[config.mk]
export PLATFORM = sky130hd
export DESIGN_NAME = axis_elastic_pipeline_flat
export DESIGN_NICKNAME = d
export VERILOG_FILES = /design/src/rtl/axis_elastic_pipeline_if.sv /design/src/rtl/axis_elastic_pipeline.sv /design/src/flat_wrapper.sv
export SDC_FILE = /design/constraint.sdc
export NUM_CORES = 1
export LEC_CHECK = 0
export CELL_PAD_IN_SITES_DETAIL_PLACEMENT = 1
export CELL_PAD_IN_SITES_GLOBAL_PLACEMENT = 2
export CORE_MARGIN = 1.5
export CORE_UTILIZATION = 32
export CTS_CLUSTER_DIAMETER = 60
export DETAILED_ROUTE_END_ITERATION = 16
export MAX_ROUTING_LAYER = met4
export PLACE_DENSITY_LB_ADDON = 0.1
export SYNTH_ARGS = -nofsm -noshare
export SYNTH_HDL_FRONTEND = slang
export SYNTH_SLANG_ARGS = --single-unit
[constraint.sdc]
create_clock -name clk_i -period 3.53 [get_ports clk_i]
set_input_delay 0.353 -clock clk_i [delete_from_list [all_inputs] [get_ports clk_i]]
set_output_delay 0.353 -clock clk_i [all_outputs]
set_load 0.01 [all_outputs]
[src/rtl/axis_elastic_pipeline_if.sv]
// AXI-Stream beat bundle used on both sides of the elastic pipeline.
interface axis_elastic_pipeline_if #(
    parameter int DATA_BITS = 24,
    parameter int USER_BITS = 1
);
    logic [DATA_BITS-1:0] data;
    logic [USER_BITS-1:0] user;
    logic                 last;
    logic                 valid;
    logic                 ready;

    modport master (output data, user, last, valid, input ready);
    modport slave  (input data, user, last, valid, output ready);
endinterface

[src/rtl/axis_elastic_pipeline.sv]
// Elastic AXI-Stream register pipeline: backpressure-safe stages, optional
// skid-buffered (registered-ready) stages, and a registered occupancy count.
module axis_elastic_pipeline #(
    parameter int DATA_BITS        = 24,
    parameter int USER_BITS        = 1,
    parameter int PIPELINE_STAGES  = 2,
    parameter int REGISTERED_READY = 0,
    parameter int OCC_BITS         = $clog2(2*PIPELINE_STAGES+1)
) (
    input  logic                    clk_i,
    input  logic                    rst_i,
    axis_elastic_pipeline_if.slave  axis_s,
    axis_elastic_pipeline_if.master axis_m,
    output logic [OCC_BITS-1:0]     occupancy_o
);
    localparam int N         = PIPELINE_STAGES;
    localparam int BEAT_BITS = DATA_BITS + USER_BITS + 1;

    // link k is the input side of stage k; link N is the output port
    logic [BEAT_BITS-1:0] link_beat  [N+1];
    logic                 link_valid [N+1];
    logic                 link_ready [N+1];

    assign link_beat[0]  = {axis_s.data, axis_s.user, axis_s.last};
    assign link_valid[0] = axis_s.valid;
    assign axis_s.ready  = link_ready[0];

    assign {axis_m.data, axis_m.user, axis_m.last} = link_beat[N];
    assign axis_m.valid  = link_valid[N];
    assign link_ready[N] = axis_m.ready;

    generate
        if (REGISTERED_READY == 0) begin : g_comb
            logic [N-1:0] stage_valid;
            logic [N-1:0] ready_vec;

            // Ready ripples back from the sink; an empty stage is always ready.
            always_comb begin
                logic r;
                ready_vec = '0;
                r = link_ready[N];
                for (int k = N - 1; k >= 0; k--) begin
                    r = !stage_valid[k] || r;
                    ready_vec[k] = r;
                end
            end

            for (genvar gi = 0; gi < N; gi++) begin : g_stage
                logic                 valid_reg;
                logic [BEAT_BITS-1:0] beat_reg;

                assign stage_valid[gi]  = valid_reg;
                assign link_ready[gi]   = ready_vec[gi];
                assign link_valid[gi+1] = valid_reg;
                assign link_beat[gi+1]  = beat_reg;

                always_ff @(posedge clk_i) begin
                    if (rst_i) begin
                        valid_reg <= 1'b0;
                    end else if (ready_vec[gi]) begin
                        valid_reg <= link_valid[gi];
                    end
                    if (ready_vec[gi] && link_valid[gi]) begin
                        beat_reg <= link_beat[gi];
                    end
                end
            end
        end else begin : g_skid
            for (genvar gi = 0; gi < N; gi++) begin : g_stage
                logic                 main_valid_reg;
                logic                 skid_valid_reg;
                logic                 ready_reg;
                logic [BEAT_BITS-1:0] main_beat_reg;
                logic [BEAT_BITS-1:0] skid_beat_reg;
                logic                 stage_accept;
                logic                 stage_out_fire;

                assign stage_accept     = link_valid[gi] && ready_reg;
                assign stage_out_fire   = main_valid_reg && link_ready[gi+1];
                assign link_ready[gi]   = ready_reg;
                assign link_valid[gi+1] = main_valid_reg;
                assign link_beat[gi+1]  = main_beat_reg;

                // ready_reg tracks !skid_valid, but is forced low while in reset
                always_ff @(posedge clk_i) begin
                    if (rst_i) begin
                        main_valid_reg <= 1'b0;
                        skid_valid_reg <= 1'b0;
                        ready_reg      <= 1'b0;
                    end else if (skid_valid_reg) begin
                        if (stage_out_fire) begin
                            main_beat_reg  <= skid_beat_reg;
                            skid_valid_reg <= 1'b0;
                            ready_reg      <= 1'b1;
                        end
                    end else if (stage_accept) begin
                        if (!main_valid_reg || stage_out_fire) begin
                            main_valid_reg <= 1'b1;
                            main_beat_reg  <= link_beat[gi];
                        end else begin
                            skid_valid_reg <= 1'b1;
                            skid_beat_reg  <= link_beat[gi];
                            ready_reg      <= 1'b0;
                        end
                    end else begin
                        if (stage_out_fire) begin
                            main_valid_reg <= 1'b0;
                        end
                        ready_reg <= 1'b1;
                    end
                end
            end
        end
    endgenerate

    logic                pipe_in_fire;
    logic                pipe_out_fire;
    logic [OCC_BITS-1:0] occ_reg;

    assign pipe_in_fire  = axis_s.valid && link_ready[0];
    assign pipe_out_fire = link_valid[N] && link_ready[N];
    assign occupancy_o   = occ_reg;

    always_ff @(posedge clk_i) begin
        if (rst_i) begin
            occ_reg <= '0;
        end else if (pipe_in_fire && !pipe_out_fire) begin
            occ_reg <= occ_reg + OCC_BITS'(1);
        end else if (pipe_out_fire && !pipe_in_fire) begin
            occ_reg <= occ_reg - OCC_BITS'(1);
        end
    end
endmodule
[src/flat_wrapper.sv]
// flat-port wrapper written by rule: the top's interface ports become plain ports
module axis_elastic_pipeline_flat 
#(
    parameter int DATA_BITS        = 24,
    parameter int USER_BITS        = 1,
    parameter int PIPELINE_STAGES  = 2,
    parameter int REGISTERED_READY = 0,
    parameter int OCC_BITS         = $clog2(2*PIPELINE_STAGES+1)
)
  (clk_i, rst_i, occupancy_o, axis_s_data, axis_s_user, axis_s_last, axis_s_valid, axis_s_ready, axis_m_data, axis_m_user, axis_m_last, axis_m_valid, axis_m_ready);
  axis_elastic_pipeline_if #(.DATA_BITS(DATA_BITS), .USER_BITS(USER_BITS)) axis_s_i ();
  axis_elastic_pipeline_if #(.DATA_BITS(DATA_BITS), .USER_BITS(USER_BITS)) axis_m_i ();
  input  logic clk_i;
  input  logic rst_i;
  output logic [OCC_BITS-1:0] occupancy_o;
  input wire logic [$bits(axis_s_i.data)-1:0] axis_s_data;
  input wire logic [$bits(axis_s_i.user)-1:0] axis_s_user;
  input wire logic [$bits(axis_s_i.last)-1:0] axis_s_last;
  input wire logic [$bits(axis_s_i.valid)-1:0] axis_s_valid;
  output wire logic [$bits(axis_s_i.ready)-1:0] axis_s_ready;
  output wire logic [$bits(axis_m_i.data)-1:0] axis_m_data;
  output wire logic [$bits(axis_m_i.user)-1:0] axis_m_user;
  output wire logic [$bits(axis_m_i.last)-1:0] axis_m_last;
  output wire logic [$bits(axis_m_i.valid)-1:0] axis_m_valid;
  input wire logic [$bits(axis_m_i.ready)-1:0] axis_m_ready;
  assign axis_s_i.data = axis_s_data;
  assign axis_s_i.user = axis_s_user;
  assign axis_s_i.last = axis_s_last;
  assign axis_s_i.valid = axis_s_valid;
  assign axis_s_ready = axis_s_i.ready;
  assign axis_m_data = axis_m_i.data;
  assign axis_m_user = axis_m_i.user;
  assign axis_m_last = axis_m_i.last;
  assign axis_m_valid = axis_m_i.valid;
  assign axis_m_i.ready = axis_m_ready;
  axis_elastic_pipeline #(.DATA_BITS(DATA_BITS), .USER_BITS(USER_BITS), .PIPELINE_STAGES(PIPELINE_STAGES), .REGISTERED_READY(REGISTERED_READY), .OCC_BITS(OCC_BITS)) u_core (.clk_i(clk_i), .rst_i(rst_i), .axis_s(axis_s_i), .axis_m(axis_m_i), .occupancy_o(occupancy_o));
endmodule
==> results of run 1 <==
-- routing by layer --
layer | share of wire | GRT usage | wire, um | up-vias
li1 | - | - | - | 440
met1 | 0.39 | 0.1302 | 1324 | 464
met2 | 0.52 | 0.1948 | 1758 | 36
met3 | 0.065 | 0.04706 | 221 | 8
met4 | 0.021 | 0.08727 | 71 | 0
met5 | 0 | - | 0 | -
-- power groups by stage --
stage	clock (W)	sequential [W]	combinational, W
4_1_cts	0.000516	0.000797	0.000122
3_3_place_gp	0	0.000807	0.000117
6_report	0.000489	0.000796	0.000119
5_1_grt	0.000541	0.000799	0.000129
2_1_floorplan	0	0.000817	0.0000280
3_5_place_dp	0	0.000810	0.000122
-- final cells by class --
cell class / count / area, um^2
Sequential cell: 57 / 1662
Fill cell: 523 / 2778
Inverter: 1 / 3.754
Multi-Input combinational cell: 19 / 128.9
Clock inverter: 2 / 8.758
Clock buffer: 14 / 152.6
Tap cell: 72 / 90.09
Timing Repair Buffer: 62 / 615.6
-- cells in the mapped netlist (all sizes together) --
cell type  instances
a21oi              2
and2               1
dfxtp              5
edfxtp            52
fa                 1
ha                 1
inv                1
mux2i              1
nand2              2
nor2               5
nor2b              2
o21ai              1
or3                1
xor2               2
-- worst register-to-register path, cell delays in order, from the launching register on --
cell and delay (ns):
dfxtp_1 0.32, nor2b_1 0.18, nand2_1 0.10, and2_1 0.15, ha_1 0.19, inv_1 0.06
fa_1 0.37, xor2_1 0.16, or3_1 0.30, a21oi_1 0.13
-- logic make-up after synthesis --
group	after synthesis
compound gates	3
xor+xnor	2
fa+ha+maj	2
buf+inv	1
flops	57
mux	1
simple gates	11
-- through the flow --
stage	area, um^2	std cells	power (W)	hold WS [ns]	worst slack, ns
after global placement	2500	211	0.0009238	0.4006	1.154
final	2661	227	0.001403	0.4183	1.375
after detailed placement	2500	211	0.0009318	0.4052	1.033
after floorplan	1792	77	0.0008452	0.4003	0.8451
after CTS	2661	227	0.001434	0.4176	1.374
after global routing	2661	227	0.001469	0.4195	1.283
-- final timing paths --
| kind | startpoint | end | slack, ns |
|---|---|---|---|
| max | axis_m_ready | u_core.occupancy_o[2] | 1.38 |
| min | u_core.g_comb.g_stage[0].beat_reg[6] | u_core.g_comb.g_stage[1].beat_reg[6] | 0.42 |
| max reg2reg | u_core.axis_m.valid | u_core.occupancy_o[2] | 1.51 |
| min reg2reg | u_core.g_comb.g_stage[0].beat_reg[6] | u_core.g_comb.g_stage[1].beat_reg[6] | 0.42 |
==> impl_metrics.csv, run 1 <==
group,metric,value,unit
outcome,outcome,"finished clean",
layout,num-nets-final,182,
floorplan,rows,27,
layout,n_antenna_cell,0,
power,p_clk_frac,0.348,
sta,period_needed,2.155,ns
route,drt_pass1_iterations,4,
worst_setup_path,cp.depth,10,
floorplan,initial_core_util,0.3294,
worst_setup_path,slowest_stage,"clkdlybuf4s50_1",
power,switching_share,0.1995,
cts,clock_latency,0.32,ns
cts,path_clk_slew,0.05,ns
cts,htree_levels,3,
synth,ys_types,14,
worst_setup_path,ff2ff_path_depth,9,
flow_run,cap_viol_max_count,0,
sta,slew_violations,0,
sta,slew_headroom,0.7618,
route,drc,0,
worst_setup_path,critPathKind,"in -> reg",
synth,synth_fa_ha_area_frac,0.01816,
cts,cts_sinks,57,
sta,rsz0062_at_grt,"no",
layout,fin_util,0.4893,
cts,cts_setup_buffers,0,
layout,final_common_cell,"clkdlybuf4s50_1",
synth,ys_seq_area_frac,0.9274,
cts,numCtsBuffers,9,
synth,yosys-top-cells-area,"edfxtp_1, dfxtp_1, fa_1, nor2_1, xor2_1",
floorplan,ios,61,
worst_setup_path,path_cells,"clkdlybuf4s50_1 -> nor2b_1 -> nand2_1 -> and2_1 -> ha_1 -> inv_1 -> fa_1 -> xor2_1 -> or3_1 -> a21oi_1",
synth,yosysTopAreaCell,"edfxtp_1",
grt,grt_max_degree,27,
worst_setup_path,cp.arrival,2.40,ns
worst_setup_path,critical_path.max_stage_delay,0.49,ns
floorplan,die_w,77.83,um
power,ir_worst_vdd,0.1994,mV
route,routed_wl,3.375,mm
grt,grt_pass1_vias,1025,
hold_path,hold_path.class,"reg -> reg",
cts,cts_tree,"built",
synth,syn-cell-area,1792,um^2
grt,grt-ovfl-total,0,
worst_setup_path,crit_path_end_kind,"flip-flop",
route,detail-route-antenna-nets,0,
layout,largest_reg_flops,52,
place,gp_congestion,0.6639,
layout,most-common-layout-cells,"clkdlybuf4s50_1, edfxtp_1, clkbuf_8, nor2_1, dfxtp_1",
power,p_seq_frac,0.567,
sta,tightestPinTransition,0.3574,ns
power,internal-power,0.001123,W
cts,cts_hold_buf,0,
worst_setup_path,crit_buf_inv,2,
route,drt-initial-drc-count,53,
sta,setup_violations,0,
synth,synth_fp_nets,109,
worst_setup_path,cp_top_family,"simple AND/OR/NAND/NOR gates",
hold_path,min_path_cells,0,
grt,antenna_found_initial,0,
grt,grt_pass1_wl,5.147,mm
sta,fin_worst_skew,0.008200,ns
synth,synth_compound_area_frac,0.008380,
synth,syn_area_per_cell,23.27,um^2
cts,ctsRootBufferMaster,"clkbuf_8",
synth,synth-xor-area-share,0.009777,
power,power_leakage,0.9253,nW
sta,hold_violations,0,
synth,netlist_instances,77,
floorplan,core,5439,um^2
place,dpl.hpwl,2.279,mm
synth,synth_top_family_by_area,"simple AND/OR/NAND/NOR gates",
power,p_switching,0.0002799,W
worst_setup_path,start_kind,"input pin",
route,viasPerCell,4.176,
worst_setup_path,path_max_fanout,4,
power,pwr-share-comb,0.084,
power,power_density,527.3,nW/um^2
synth,yosysTopAreaCellShare,0.8715,
sta,fmax,464.1,MHz
floorplan,die_area,6057,um^2
cts,cts_resized,0,
synth,synth-simple-area-share,0.02863,
synth,ys.warnings.count,0,
synth,synth-seq-cells,57,
grt,grt_usage,0.1250,
route,routedWlPerCell,14.87,um
synth,synth.area.mux_share,0.005587,
place,port_buffers,60,
floorplan,die_y,77.83,um
cts,cts_buffer_depth,2,
route,num_vias,948,
layout,drive_gt1_frac,0.09032,
sta,tns,0,ns
sta,min_period_over_period,0.6104,
layout,syn_to_final_growth,48.53,%
worst_setup_path,cp.required,3.77,ns
Power figures use the tool's default switching activity.
==> run 2, diff against run 1 <==
- clock period: 3.53 -> 2 ns (I/O delays scaled with it)
==> impl_metrics.csv, run 2 (synthesis results as in run 1) <==
group,metric,value,unit
sta,slew_violations,0,
floorplan,die_y,77.83,um
grt,grt_usage,0.1220,
cts,clock_latency,0.32,ns
grt,grt_max_degree,27,
grt,antenna_found_initial,0,
layout,seq_area,1663,um^2
grt,grt_pass1_wl,5.064,mm
sta,setup_violations,0,
cts,cts_resized,0,
power,power_leakage,0.9579,nW
sta,hold_violations,0,
worst_setup_path,critPathKind,"in -> reg",
worst_setup_path,cp.required,2.25,ns
place,dpl.hpwl,2.295,mm
cts,path_clk_slew,0.06,ns
worst_setup_path,path_max_fanout,2,
layout,num-nets-final,185,
power,power_density,949.4,nW/um^2
grt,grt_pass1_vias,1024,
power,power,0.002604,W
layout,multi_input_area,156.4,um^2
layout,num-fill-cells,522,
floorplan,core,5439,um^2
layout,fin_util,0.5043,
place,dp_slack,-0.2004,ns
layout,largest_reg_flops,52,
route,drc,0,
route,viasPerCell,4.135,
sta,tightestPinTransition,0.3563,ns
layout,most-common-layout-cells,"clkdlybuf4s50_1, edfxtp_1, clkbuf_8, nor2_1",
worst_setup_path,start_kind,"input pin",
sta,fin_worst_skew,0.005028,ns
cts,ctsRootBufferMaster,"clkbuf_8",
sta,rsz0062_at_grt,"no",
power,ir_worst_vdd,0.4536,mV
power,p_switching,0.0005199,W
route,drt-initial-drc-count,32,
place,port_buffers,60,
route,drt_pass1_iterations,4,
power,p_clk_frac,0.374,
route,detail-route-antenna-nets,0,
sta,min_period_over_period,0.9237,
layout,n_antenna_cell,0,
worst_setup_path,cp.arrival,2.09,ns
floorplan,ios,61,
floorplan,initial_core_util,0.3294,
cts,cts_hold_buf,0,
hold_path,hold_path.class,"reg -> reg",
grt,grt-ovfl-total,0,
place,gp_congestion,0.6244,
layout,drive_gt1_frac,0.1519,
layout,syn_to_final_growth,53.07,%
outcome,outcome,"finished clean",
cts,cts_tree,"built",
cts,numCtsBuffers,9,
cts,htree_levels,3,
cts,cts_sinks,57,
route,num_vias,951,
worst_setup_path,crit_path_end_kind,"flip-flop",
power,internal-power,0.002084,W
cts,cts_setup_buffers,0,
route,routed_wl,3.314,mm
floorplan,die_area,6057,um^2
power,switching_share,0.1997,
flow_run,cap_viol_max_count,0,
sta,period_needed,1.847,ns
sta,slew_headroom,0.7625,
power,p_seq_frac,0.539,
floorplan,rows,27,
floorplan,die_w,77.83,um
sta,tns,0,ns
sta,fmax,541.3,MHz
sta,worst_slack,0.1526,ns
cts,cts_buffer_depth,2,
power,pwr-share-comb,0.086,
route,routedWlPerCell,14.41,um
layout,final_common_cell,"clkdlybuf4s50_1",
run 2: cell count changes in the layout (fill, tap and decap cells not counted), sizes merged:
cell    previous run  this run
bufinv             0         1
buf                2         5
clkinv             2         3
clkbuf            14        12
run 2: final timing paths:
kind,startpoint,to,slack [ns],cells after the start
worst max register to register,u_core.axis_m.valid,u_core.occupancy_o[2],0.17,9
worst min-delay path,u_core.g_comb.g_stage[0].beat_reg[15],u_core.g_comb.g_stage[1].beat_reg[15],0.42,0
worst max-delay path,axis_m_ready,u_core.occupancy_o[2],0.15,10
worst min register to register,u_core.g_comb.g_stage[0].beat_reg[15],u_core.g_comb.g_stage[1].beat_reg[15],0.42,0
run 2: worst max-delay path, cell delays in order:
cell and delay, ns:
clkdlybuf4s50_1 0.53, nor2b_4 0.06, nand2_2 0.06, and2_4 0.15
ha_4 0.12, inv_1 0.05, fa_2 0.33, xor2_1 0.15
or3_1 0.30, a21oi_1 0.15
run 2: per-stage QoR:
stage	instance area, um^2	hold WS [ns]	std cells
floorplan	1823	0.2650	77
global placement	2564	0.4010	214
detailed placement	2564	0.4052	214
CTS	2743	0.4152	230
global route	2743	0.4187	230
finish	2743	0.4157	230
run 2: power groups by stage:
stage,clock (W),combinational [W],sequential (W)
2_1_floorplan,0,0.0000557,0.00144
3_3_place_gp,0,0.000220,0.00143
3_5_place_dp,0,0.000228,0.00143
4_1_cts,0.00101,0.000229,0.00141
5_1_grt,0.00106,0.000242,0.00141
6_report,0.000975,0.000224,0.00140
run 2: cell type report:
class                      instances  share of cell area
sequential                        57              0.6063
clock buffer                      12             0.04927
inverter                           1            0.001369
multi-input combinational         19             0.05703
timing repair buffer              65              0.2372
clock inverter                     4             0.01597
tap                               72             0.03285
run 2: routing by layer:
layer / vias up / track usage / share of wire
li1: 444 / - / -
met1: 457 / 0.1322 / 0.41
met2: 40 / 0.1939 / 0.50
met3: 10 / 0.03176 / 0.057
met4: 0 / 0.08727 / 0.029
met5: - / - / 0
